## src/rtl/regfile_writeback_arbiter_pkg.sv

```systemverilog
// rtl/regfile_writeback_arbiter_pkg.sv - shared types and constants for the register-file writeback path
package regfile_writeback_arbiter_pkg;

  localparam int XLEN_DEFAULT = 64;
  localparam int REG_ADDR_W   = 5;
  localparam int NUM_REGS     = 32;

  localparam logic [REG_ADDR_W-1:0] REG_ZERO = 5'd0;

  // One buffered result: destination register and the value to write there.
  typedef struct packed {
    logic [REG_ADDR_W-1:0]   addr;
    logic [XLEN_DEFAULT-1:0] data;
  } wb_entry_t;

endpackage

```

## src/rtl/regfile_wb_fifo.sv

```systemverilog
// rtl/regfile_wb_fifo.sv - small synchronous FIFO of writeback entries
module regfile_wb_fifo
  import regfile_writeback_arbiter_pkg::*;
#(
  parameter int  DEPTH   = 2,
  parameter type entry_t = wb_entry_t
) (
  input  logic   clk_i,
  input  logic   rst_i,
  input  logic   push_i,
  input  entry_t push_data_i,
  input  logic   pop_i,
  output entry_t head_o,
  output logic   full_o,
  output logic   empty_o
);

  localparam int AW = (DEPTH > 1) ? $clog2(DEPTH) : 1;

  entry_t        mem [DEPTH];
  logic [AW:0]   wr_ptr;
  logic [AW:0]   rd_ptr;
  logic          do_push;
  logic          do_pop;

  // The extra top bit tells a full FIFO apart from an empty one when the index bits match.
  assign full_o  = (wr_ptr[AW] != rd_ptr[AW]) && (wr_ptr[AW-1:0] == rd_ptr[AW-1:0]);
  assign empty_o = (wr_ptr == rd_ptr);

  // Fullness is judged at cycle start, so a full FIFO never accepts even while popping.
  assign do_push = push_i && !full_o;
  assign do_pop  = pop_i && !empty_o;

  assign head_o = mem[rd_ptr[AW-1:0]];

  // Advance read and write pointers; reset empties the FIFO.
  always_ff @(posedge clk_i) begin
    if (rst_i) begin
      wr_ptr <= '0;
      rd_ptr <= '0;
    end else begin
      if (do_push) wr_ptr <= wr_ptr + 1'b1;
      if (do_pop)  rd_ptr <= rd_ptr + 1'b1;
    end
  end

  // Store accepted entries; storage needs no reset since the pointers gate visibility.
  always_ff @(posedge clk_i) begin
    if (do_push) mem[wr_ptr[AW-1:0]] <= push_data_i;
  end

endmodule

```

## src/rtl/regfile_writeback_arbiter.sv

```systemverilog
// rtl/regfile_writeback_arbiter.sv - arbitrates ALU and load results onto the register-file write port
module regfile_writeback_arbiter
  import regfile_writeback_arbiter_pkg::*;
#(
  parameter int XLEN         = XLEN_DEFAULT,
  parameter int DEPTH        = 2,
  parameter int STARVE_LIMIT = 4
) (
  input  logic                  clk_i,
  input  logic                  rst_i,
  input  logic                  alu_valid_i,
  output logic                  alu_ready_o,
  input  logic [REG_ADDR_W-1:0] alu_addr_i,
  input  logic [XLEN-1:0]       alu_data_i,
  input  logic                  ld_valid_i,
  output logic                  ld_ready_o,
  input  logic [REG_ADDR_W-1:0] ld_addr_i,
  input  logic [XLEN-1:0]       ld_data_i,
  input  logic                  rsv_valid_i,
  input  logic [REG_ADDR_W-1:0] rsv_addr_i,
  output logic                  write_en_o,
  output logic [REG_ADDR_W-1:0] write_addr_o,
  output logic [XLEN-1:0]       write_data_o,
  output logic [NUM_REGS-1:0]   busy_mask_o
);

  localparam int CW = (STARVE_LIMIT > 0) ? $clog2(STARVE_LIMIT + 1) : 1;
  localparam logic [CW-1:0] STARVE_MAX = CW'(STARVE_LIMIT);

  // Entry layout follows the instance's data width.
  typedef struct packed {
    logic [REG_ADDR_W-1:0] addr;
    logic [XLEN-1:0]       data;
  } entry_t;

  entry_t              alu_in;
  entry_t              ld_in;
  entry_t              alu_head;
  entry_t              ld_head;
  entry_t              win_entry;
  logic                alu_full;
  logic                alu_empty;
  logic                ld_full;
  logic                ld_empty;
  logic                alu_win;
  logic                ld_win;
  logic                win_is_write;
  logic [CW-1:0]       starve_cnt;
  logic [NUM_REGS-1:0] busy_q;
  logic [NUM_REGS-1:0] busy_next;

  assign alu_in = '{addr: alu_addr_i, data: alu_data_i};
  assign ld_in  = '{addr: ld_addr_i,  data: ld_data_i};

  regfile_wb_fifo #(
    .DEPTH   (DEPTH),
    .entry_t (entry_t)
  ) u_alu_fifo (
    .clk_i       (clk_i),
    .rst_i       (rst_i),
    .push_i      (alu_valid_i),
    .push_data_i (alu_in),
    .pop_i       (alu_win),
    .head_o      (alu_head),
    .full_o      (alu_full),
    .empty_o     (alu_empty)
  );

  regfile_wb_fifo #(
    .DEPTH   (DEPTH),
    .entry_t (entry_t)
  ) u_ld_fifo (
    .clk_i       (clk_i),
    .rst_i       (rst_i),
    .push_i      (ld_valid_i),
    .push_data_i (ld_in),
    .pop_i       (ld_win),
    .head_o      (ld_head),
    .full_o      (ld_full),
    .empty_o     (ld_empty)
  );

  // Ready reflects occupancy only, never the producer's valid.
  assign alu_ready_o = !alu_full;
  assign ld_ready_o  = !ld_full;

  // Pick one head per cycle: load by default, ALU when alone or once it has starved long enough.
  always_comb begin
    alu_win = 1'b0;
    ld_win  = 1'b0;
    if (!alu_empty && (ld_empty || (starve_cnt >= STARVE_MAX))) begin
      alu_win = 1'b1;
    end else if (!ld_empty) begin
      ld_win = 1'b1;
    end
  end

  assign win_entry    = alu_win ? alu_head : ld_head;
  assign win_is_write = (alu_win || ld_win) && (win_entry.addr != REG_ZERO);

  // Count consecutive cycles a waiting ALU head loses to the load unit.
  always_ff @(posedge clk_i) begin
    if (rst_i) begin
      starve_cnt <= '0;
    end else if (alu_empty || alu_win) begin
      starve_cnt <= '0;
    end else if (ld_win) begin
      starve_cnt <= starve_cnt + 1'b1;
    end
  end

  // Register the write port; an x0 win consumes the slot but writes nothing, and addr/data hold.
  always_ff @(posedge clk_i) begin
    if (rst_i) begin
      write_en_o   <= 1'b0;
      write_addr_o <= '0;
      write_data_o <= '0;
    end else begin
      write_en_o <= win_is_write;
      if (win_is_write) begin
        write_addr_o <= win_entry.addr;
        write_data_o <= win_entry.data;
      end
    end
  end

  // Pending-write mask update: clear on write issue, then apply the reservation so a same-register set wins.
  always_comb begin
    busy_next = busy_q;
    if (win_is_write) busy_next[win_entry.addr] = 1'b0;
    if (rsv_valid_i)  busy_next[rsv_addr_i]     = 1'b1;
    busy_next[0] = 1'b0;
  end

  // Hold the pending-write mask; reset drops every reservation.
  always_ff @(posedge clk_i) begin
    if (rst_i) busy_q <= '0;
    else       busy_q <= busy_next;
  end

  assign busy_mask_o = busy_q;

endmodule
```

## config.mk

```make
export PLATFORM = sky130hd
export DESIGN_NAME = regfile_writeback_arbiter
export DESIGN_NICKNAME = d
export VERILOG_FILES = /design/src/rtl/regfile_writeback_arbiter_pkg.sv /design/src/rtl/regfile_wb_fifo.sv /design/src/rtl/regfile_writeback_arbiter.sv
export SDC_FILE = /design/constraint.sdc
export NUM_CORES = 1
export LEC_CHECK = 0
export CORE_MARGIN = 3
export CORE_UTILIZATION = 48
export DETAILED_ROUTE_END_ITERATION = 6
export PLACE_DENSITY = 0.84
export SYNTH_ARGS = -nofsm -noshare
export SYNTH_HDL_FRONTEND = slang
export SYNTH_SLANG_ARGS = --single-unit
```

## constraint.sdc

```tcl
create_clock -name clk_i -period 4.35 [get_ports clk_i]
set_input_delay 1.0875 -clock clk_i [delete_from_list [all_inputs] [get_ports clk_i]]
set_output_delay 1.0875 -clock clk_i [all_outputs]
set_load 0.02 [all_outputs]
```

==> results.json, run 1 <==
{
  "status": "finished clean",
  "clk-insertion-delay-late_ps": 510,
  "crit_slowest_cell": "or4_4",
  "synth-seq-cells": 390,
  "fin_hold_ws_ps": 446.1,
  "viasPerCell": 5.559,
  "slew_viol_final": 0,
  "whs_path_depth": 2,
  "routed_wl_um": 37440,
  "syn2layout_area_growth_pct": 27.93,
  "rsz0062_at_grt": "false",
  "critPathLaunchType": "register",
  "worstPathMaxFanout": 65,
  "switchingPower_mw": 5.188,
  "clkSinkCount": 390,
  "cp.arrival_ps": 3700,
  "pin_count": 252,
  "place_congestion": 0.8519,
  "relSlewSlack": 0.2263,
  "rows": 65,
  "clockBufferDepth": 3,
  "netlist_area_um2": 15470,
  "min_to": "write_data_o[3]",
  "ys_warn_count": 0,
  "synthTopCellsByCount": "edfxtp_1, nand2_1, mux2i_1",
  "fill_cells": 2239,
  "grtUsageMet1": 0.2701,
  "cp_cell_sequence": "xor2_1, nor2_1, nor3_1, or4_4, nand3_1, a21oi_1",
  "ys_seq_area_frac": 0.6833,
  "path_clk_slew_ps": 60,
  "cts_tree": "built",
  "portBuffers": 250,
  "power_density_nw_per_um2": 721.4,
  "syn_avg_cell_area_um2": 13.06,
  "die_h_um": 185.5,
  "fin_area_um2": 19790,
  "synthCells": 1184,
  "hp-start": "write_data_o[3]",
  "path_class": "reg -> reg",
  "synth_enable_flop_cells": 276,
  "switching_share": 0.3634,
  "intPower_mw": 9.087,
  "cp-end-kind": "register",
  "cts_root_buf": "clkbuf_16",
  "tns_ps": 0,
  "tightest_slew_ps": 1156,
  "holdBufCountCts": 0,
  "cap_violations": 0,
  "synth.largest_area_cell": "edfxtp_1",
  "p_leak_nw": 6.938,
  "cts_made_buffers": 40,
  "async_flop_share": 0,
  "core_area_um2": 31640,
  "grt_max_degree": 73,
  "grt_overflow": 0,
  "p_comb_frac": 0.369,
  "synth.area.top_cells": "edfxtp_1, dfxtp_1, mux2i_1, nand2_1, nand3_2",
  "post-route-period-util": 0.7703,
  "synth.most_common_cell": "edfxtp_1",
  "antenna_left": 0,
  "grt_use_met2": 0.3699,
  "ys_types": 57,
  "dieWidth_um": 185.5,
  "reg2reg_to": "write_data_o[18]",
  "busiest_layer": "met2",
  "vias": 10339,
  "power_frac_seq": 0.370,
  "setup_viol": 0,
  "synth_fp_nets": 1333,
  "post_cts_buffers": 0,
  "nNetsFinal": 1573,
  "ff_latch_area_um2": 10580,
  "multi_input_area_um2": 4584,
  "ir_worst_vdd_mv": 0.6279,
  "r2r_cells": 6,
  "htreeDepth": 2,
  "layout.core_utilization": 0.6255,
  "fin_skew_ps": 11.01,
  "holdCritPathClass": "reg -> reg",
  "cp.required_ps": 4700,
  "grt_first_pass_wirelength_um": 56910,
  "dpl-instance-area_um2": 18330,
  "rrSetupSlack_ps": 1000,
  "timing.fmax_mhz": 298.4,
  "finalCriticalPeriod_ps": 3351,
  "grt_use_met3": 0.03615,
  "drcViolationCount": 0,
  "start_util": 0.4889,
  "p_clk_frac": 0.261,
  "dp_hpwl_um": 23740,
  "yosysTopAreaCellShare": 0.5358,
  "drt_iter0_markers": 649,
  "antenna_found_initial": 4,
  "reg2reg_from": "u_alu_fifo.wr_ptr[0]",
  "dieArea_um2": 34420,
  "post_cts_resized": 0,
  "critPathMaxStageDelay_ps": 1010,
  "grt_use_total": 0.2123,
  "drive_above_1_share": 0.1011,
  "synth_flop_cell": "edfxtp_1",
  "first_pass_iters": 7,
  "grt_pass1_vias": 10361,
  "wire_per_inst_um": 20.13,
  "hold_violations": 0
}
==> layout make-up <==
| cell class | count | area share |
|---|---|---|
| antenna | 4 | 0.0005058 |
| multi-input combinational | 718 | 0.2317 |
| clock inverter | 21 | 0.01694 |
| timing repair buffer | 263 | 0.1325 |
| tap | 402 | 0.02542 |
| clock buffer | 51 | 0.05634 |
| inverter | 11 | 0.002086 |
| sequential | 390 | 0.5345 |
==> power by group through the flow <==
stage	clock [mW]	sequential (mW)	combinational (mW)
after floorplan	0	5.46	3.44
after global routing	3.95	5.36	5.72
after detailed placement	0	5.35	5.24
after CTS	3.77	5.29	5.28
final	3.73	5.28	5.27
after global placement	0	5.32	5.08
==> registers in the layout (all words and copies together), names as in the netlist, named ones only <==
name               count
u_alu_fifo.mem       138
u_ld_fifo.mem        138
write_data_o          64
busy_mask_o           31
write_addr_o           5
starve_cnt             3
u_alu_fifo.rd_ptr      2
u_alu_fifo.wr_ptr      2
u_ld_fifo.rd_ptr       2
u_ld_fifo.wr_ptr       2
write_en_o             1
==> worst max-delay path by stage <==
stage / from / depth (start not counted) / to / slack [ps]
floorplan: alu_valid_i / 2 / u_alu_fifo.mem[0][0] / 960
global placement: u_alu_fifo.wr_ptr[0] / 6 / write_data_o[13] / 1210
detailed placement: u_alu_fifo.wr_ptr[0] / 6 / write_data_o[18] / 1050
CTS: u_alu_fifo.wr_ptr[0] / 6 / write_data_o[18] / 1030
global route: u_alu_fifo.wr_ptr[0] / 6 / write_data_o[18] / 840
finish: u_alu_fifo.wr_ptr[0] / 6 / write_data_o[18] / 1000
==> layout by cell type (no fill, tap or decap), types with 6 or more instances in the layout <==
| master | instances |
|---|---|
| nand3_1 | 22 |
| nand2_1 | 220 |
| buf_4 | 12 |
| mux2i_1 | 131 |
| edfxtp_1 | 276 |
| o21ai_0 | 40 |
| inv_1 | 11 |
| a311oi_1 | 6 |
| xor2_1 | 8 |
| xnor2_1 | 8 |
| clkbuf_16 | 42 |
| nand3_2 | 50 |
| clkbuf_1 | 6 |
| o21ai_1 | 10 |
| clkdlybuf4s50_1 | 249 |
| nor2_1 | 27 |
| dfxtp_1 | 112 |
| bufinv_16 | 9 |
| a21oi_1 | 83 |
| nor2b_1 | 23 |
| nand2b_1 | 7 |
==> critical path: cells and delay by family (launching register included) <==
family,cells,cell delay [ps]
simple gates,4,2450
xor+xnor,1,130
compound gates,1,90
flops,1,480
==> cells by family (layout without fill, tap and decap cells) <==
group,count (synthesis),after routing,synth area share
AOI/OAI and AO/OA,180,180,0.06827
xor gates and xnor gates,16,16,0.009060
adders and majority gates,1,1,0.0008087
buffers and inverters,76,346,0.02289
DFF,390,390,0.6833
muxes,132,132,0.08550
other,1,5,0.0002424
and+or+nand+nor,388,388,0.1299
==> layer usage <==
layer  up-vias  wire, µm
met2       421     19070
met5         -         0
li1       4797         -
met3        76      2383
met1      5045     14870
met4         0      1116
==> through the flow <==
stage	cells	setup WS [ps]	power, mW
6_report	1860	999.3	14.28
5_1_grt	1860	838.3	15.02
4_1_cts	1856	1033	14.34
3_5_place_dp	1784	1046	10.59
3_3_place_gp	1784	1210	10.40
2_1_floorplan	1184	962.4	8.900
(Power assumes the default switching activity.)
==> run 2: changes to the inputs <==
Settings changed: CORE_UTILIZATION 48 to 50, PLACE_DENSITY 0.84 to 0.83.
Clock period 4.35 ns to 3.25 ns, I/O delays scaled along.
==> run 2 against run 1 <==
Compared with the run above:
- routed wire length grew 1.2%
- critical path depth grew 1
- critical endpoint is now write_data_o[62]
- highest routed layer is now met5
- largest power group is now combinational logic
- sequential power grew 33%
- fmax grew 16%
==> results.json, run 2 (synthesis results as in run 1) <==
{
  "status": "finished clean",
  "first_pass_iters": 6,
  "cp_cell_sequence": "xnor2_1, a21oi_2, nor3_1, or4_4, buf_4, nand3_2, a21oi_1",
  "final_cell_mix": "edfxtp_1, clkdlybuf4s50_1, nand2_1",
  "layout.core_utilization": 0.6581,
  "grt_overflow": 0,
  "path_clk_slew_ps": 60,
  "rows": 63,
  "post-route-period-util": 0.8867,
  "grt_max_degree": 70,
  "grt_pass1_vias": 10816,
  "setup_viol": 0,
  "dieArea_um2": 33080,
  "fin_skew_ps": 15.63,
  "pin_count": 252,
  "viasPerCell": 5.624,
  "cpLargestDelayFamily": "simple AND/OR/NAND/NOR gates",
  "switching_share": 0.3733,
  "tightest_slew_ps": 778.4,
  "tns_ps": 0,
  "cp-endpoint": "write_data_o[62]",
  "p_total_mw": 18.69,
  "reg2reg_to": "write_data_o[62]",
  "setup_slack_ps": 368.1,
  "p_comb_frac": 0.391,
  "crit_start": "u_ld_fifo.wr_ptr[0]",
  "multi_input_area_um2": 4584,
  "drcViolationCount": 0,
  "cts_made_buffers": 40,
  "power_density_nw_per_um2": 945.5,
  "slew_viol_final": 0,
  "antenna_left": 0,
  "htreeDepth": 2,
  "worstPathMaxFanout": 21,
  "post_cts_resized": 0,
  "ir_worst_vdd_mv": 0.9265,
  "rsz0062_at_grt": "false",
  "clk-insertion-delay-late_ps": 520,
  "grt_use_total": 0.2229,
  "finalCriticalPeriod_ps": 2882,
  "rrSetupSlack_ps": 370,
  "timing.fmax_mhz": 347.0,
  "path_class": "reg -> reg",
  "cp.required_ps": 3610,
  "syn2layout_area_growth_pct": 27.77,
  "switchingPower_mw": 6.976,
  "hold_violations": 0,
  "layout_commonest_cell": "edfxtp_1",
  "cts_root_buf": "clkbuf_16",
  "nNetsFinal": 1586,
  "cp.buffers_inverters": 1,
  "critPathLaunchType": "register",
  "reg2reg_from": "u_ld_fifo.wr_ptr[0]",
  "cp-end-kind": "register",
  "dieWidth_um": 181.9,
  "fin_area_um2": 19760,
  "critPathMaxStageDelay_ps": 740,
  "p_clk_frac": 0.234,
  "holdCritPathClass": "reg -> reg",
  "cts_tree": "built",
  "wire_per_inst_um": 20.36,
  "drive_above_1_share": 0.1063,
  "cp.arrival_ps": 3240,
  "core_area_um2": 30030,
  "ff_latch_area_um2": 10580,
  "holdBufCountCts": 0,
  "crit_slowest_cell": "or4_4",
  "drt_iter0_markers": 723,
  "place_congestion": 0.8979,
  "antenna_found_initial": 6,
  "clockBufferDepth": 3,
  "dp_hpwl_um": 25050,
  "cap_violations": 0,
  "start_util": 0.5151,
  "grt_first_pass_wirelength_um": 58320,
  "dp_slack_ps": 404.6,
  "dpl-instance-area_um2": 18490,
  "fill_cells": 2099,
  "path_depth": 7,
  "power_frac_seq": 0.376,
  "r2r_cells": 7,
  "p_leak_nw": 6.926,
  "post_cts_buffers": 0,
  "die_h_um": 181.9,
  "routed_wl_um": 37880,
  "relSlewSlack": 0.4756,
  "vias": 10466,
  "intPower_mw": 11.71,
  "portBuffers": 250,
  "clkSinkCount": 390
}
==> run 2: layout make-up <==
type | count | share of cell area
antenna | 4 | 0.0005065
clock buffer | 59 | 0.05888
clock inverter | 13 | 0.005255
inverter | 11 | 0.002089
multi-input combinational | 718 | 0.2320
sequential | 390 | 0.5352
tap | 390 | 0.02469
timing repair buffer | 276 | 0.1414
==> run 2: worst register-to-register path, cell delays in order, from the launching register on <==
cell     delay (ps)
dfxtp_1         470
xnor2_1         170
a21oi_2         600
nor3_1          230
or4_4           740
buf_4           340
nand3_2         110
a21oi_1          70
==> run 2: routing by layer <==
layer	up-vias	global-route usage	wire (µm)	part of all wire
met5	-	0	18	0.00048
met3	76	0.04467	2823	0.075
li1	4813	-	-	-
met1	5102	0.2755	14470	0.38
met2	471	0.3877	19560	0.52
met4	4	0.08410	1013	0.027
==> run 2: metrics by stage <==
| step | cells | hold WS, ps |
|---|---|---|
| final | 1861 | 441.2 |
| after global routing | 1861 | 464.2 |
| after CTS | 1857 | 441.8 |
| after detailed placement | 1785 | 433.5 |
| after global placement | 1785 | 417.7 |
| after floorplan | 1184 | 408.0 |
==> run 2: power by group through the flow <==
| stage | Sequential, mW | Clock, mW | Combinational [mW] |
|---|---|---|---|
| 2_1_floorplan | 7.31 | 0 | 4.60 |
| 3_3_place_gp | 7.06 | 0 | 6.99 |
| 3_5_place_dp | 7.10 | 0 | 7.24 |
| 4_1_cts | 7.02 | 4.45 | 7.31 |
| 5_1_grt | 7.11 | 4.64 | 7.86 |
| 6_report | 7.02 | 4.37 | 7.30 |
==> run 2: how the worst min path moves through the flow <==
stage / start / slack, ps / endpoint / cells past startpoint
2_1_floorplan: starve_cnt[0] / 410 / starve_cnt[0] / 1
3_3_place_gp: starve_cnt[0] / 420 / starve_cnt[0] / 1
3_5_place_dp: starve_cnt[0] / 430 / starve_cnt[0] / 1
4_1_cts: starve_cnt[0] / 440 / starve_cnt[0] / 1
5_1_grt: starve_cnt[0] / 460 / starve_cnt[0] / 1
6_report: starve_cnt[0] / 440 / starve_cnt[0] / 1
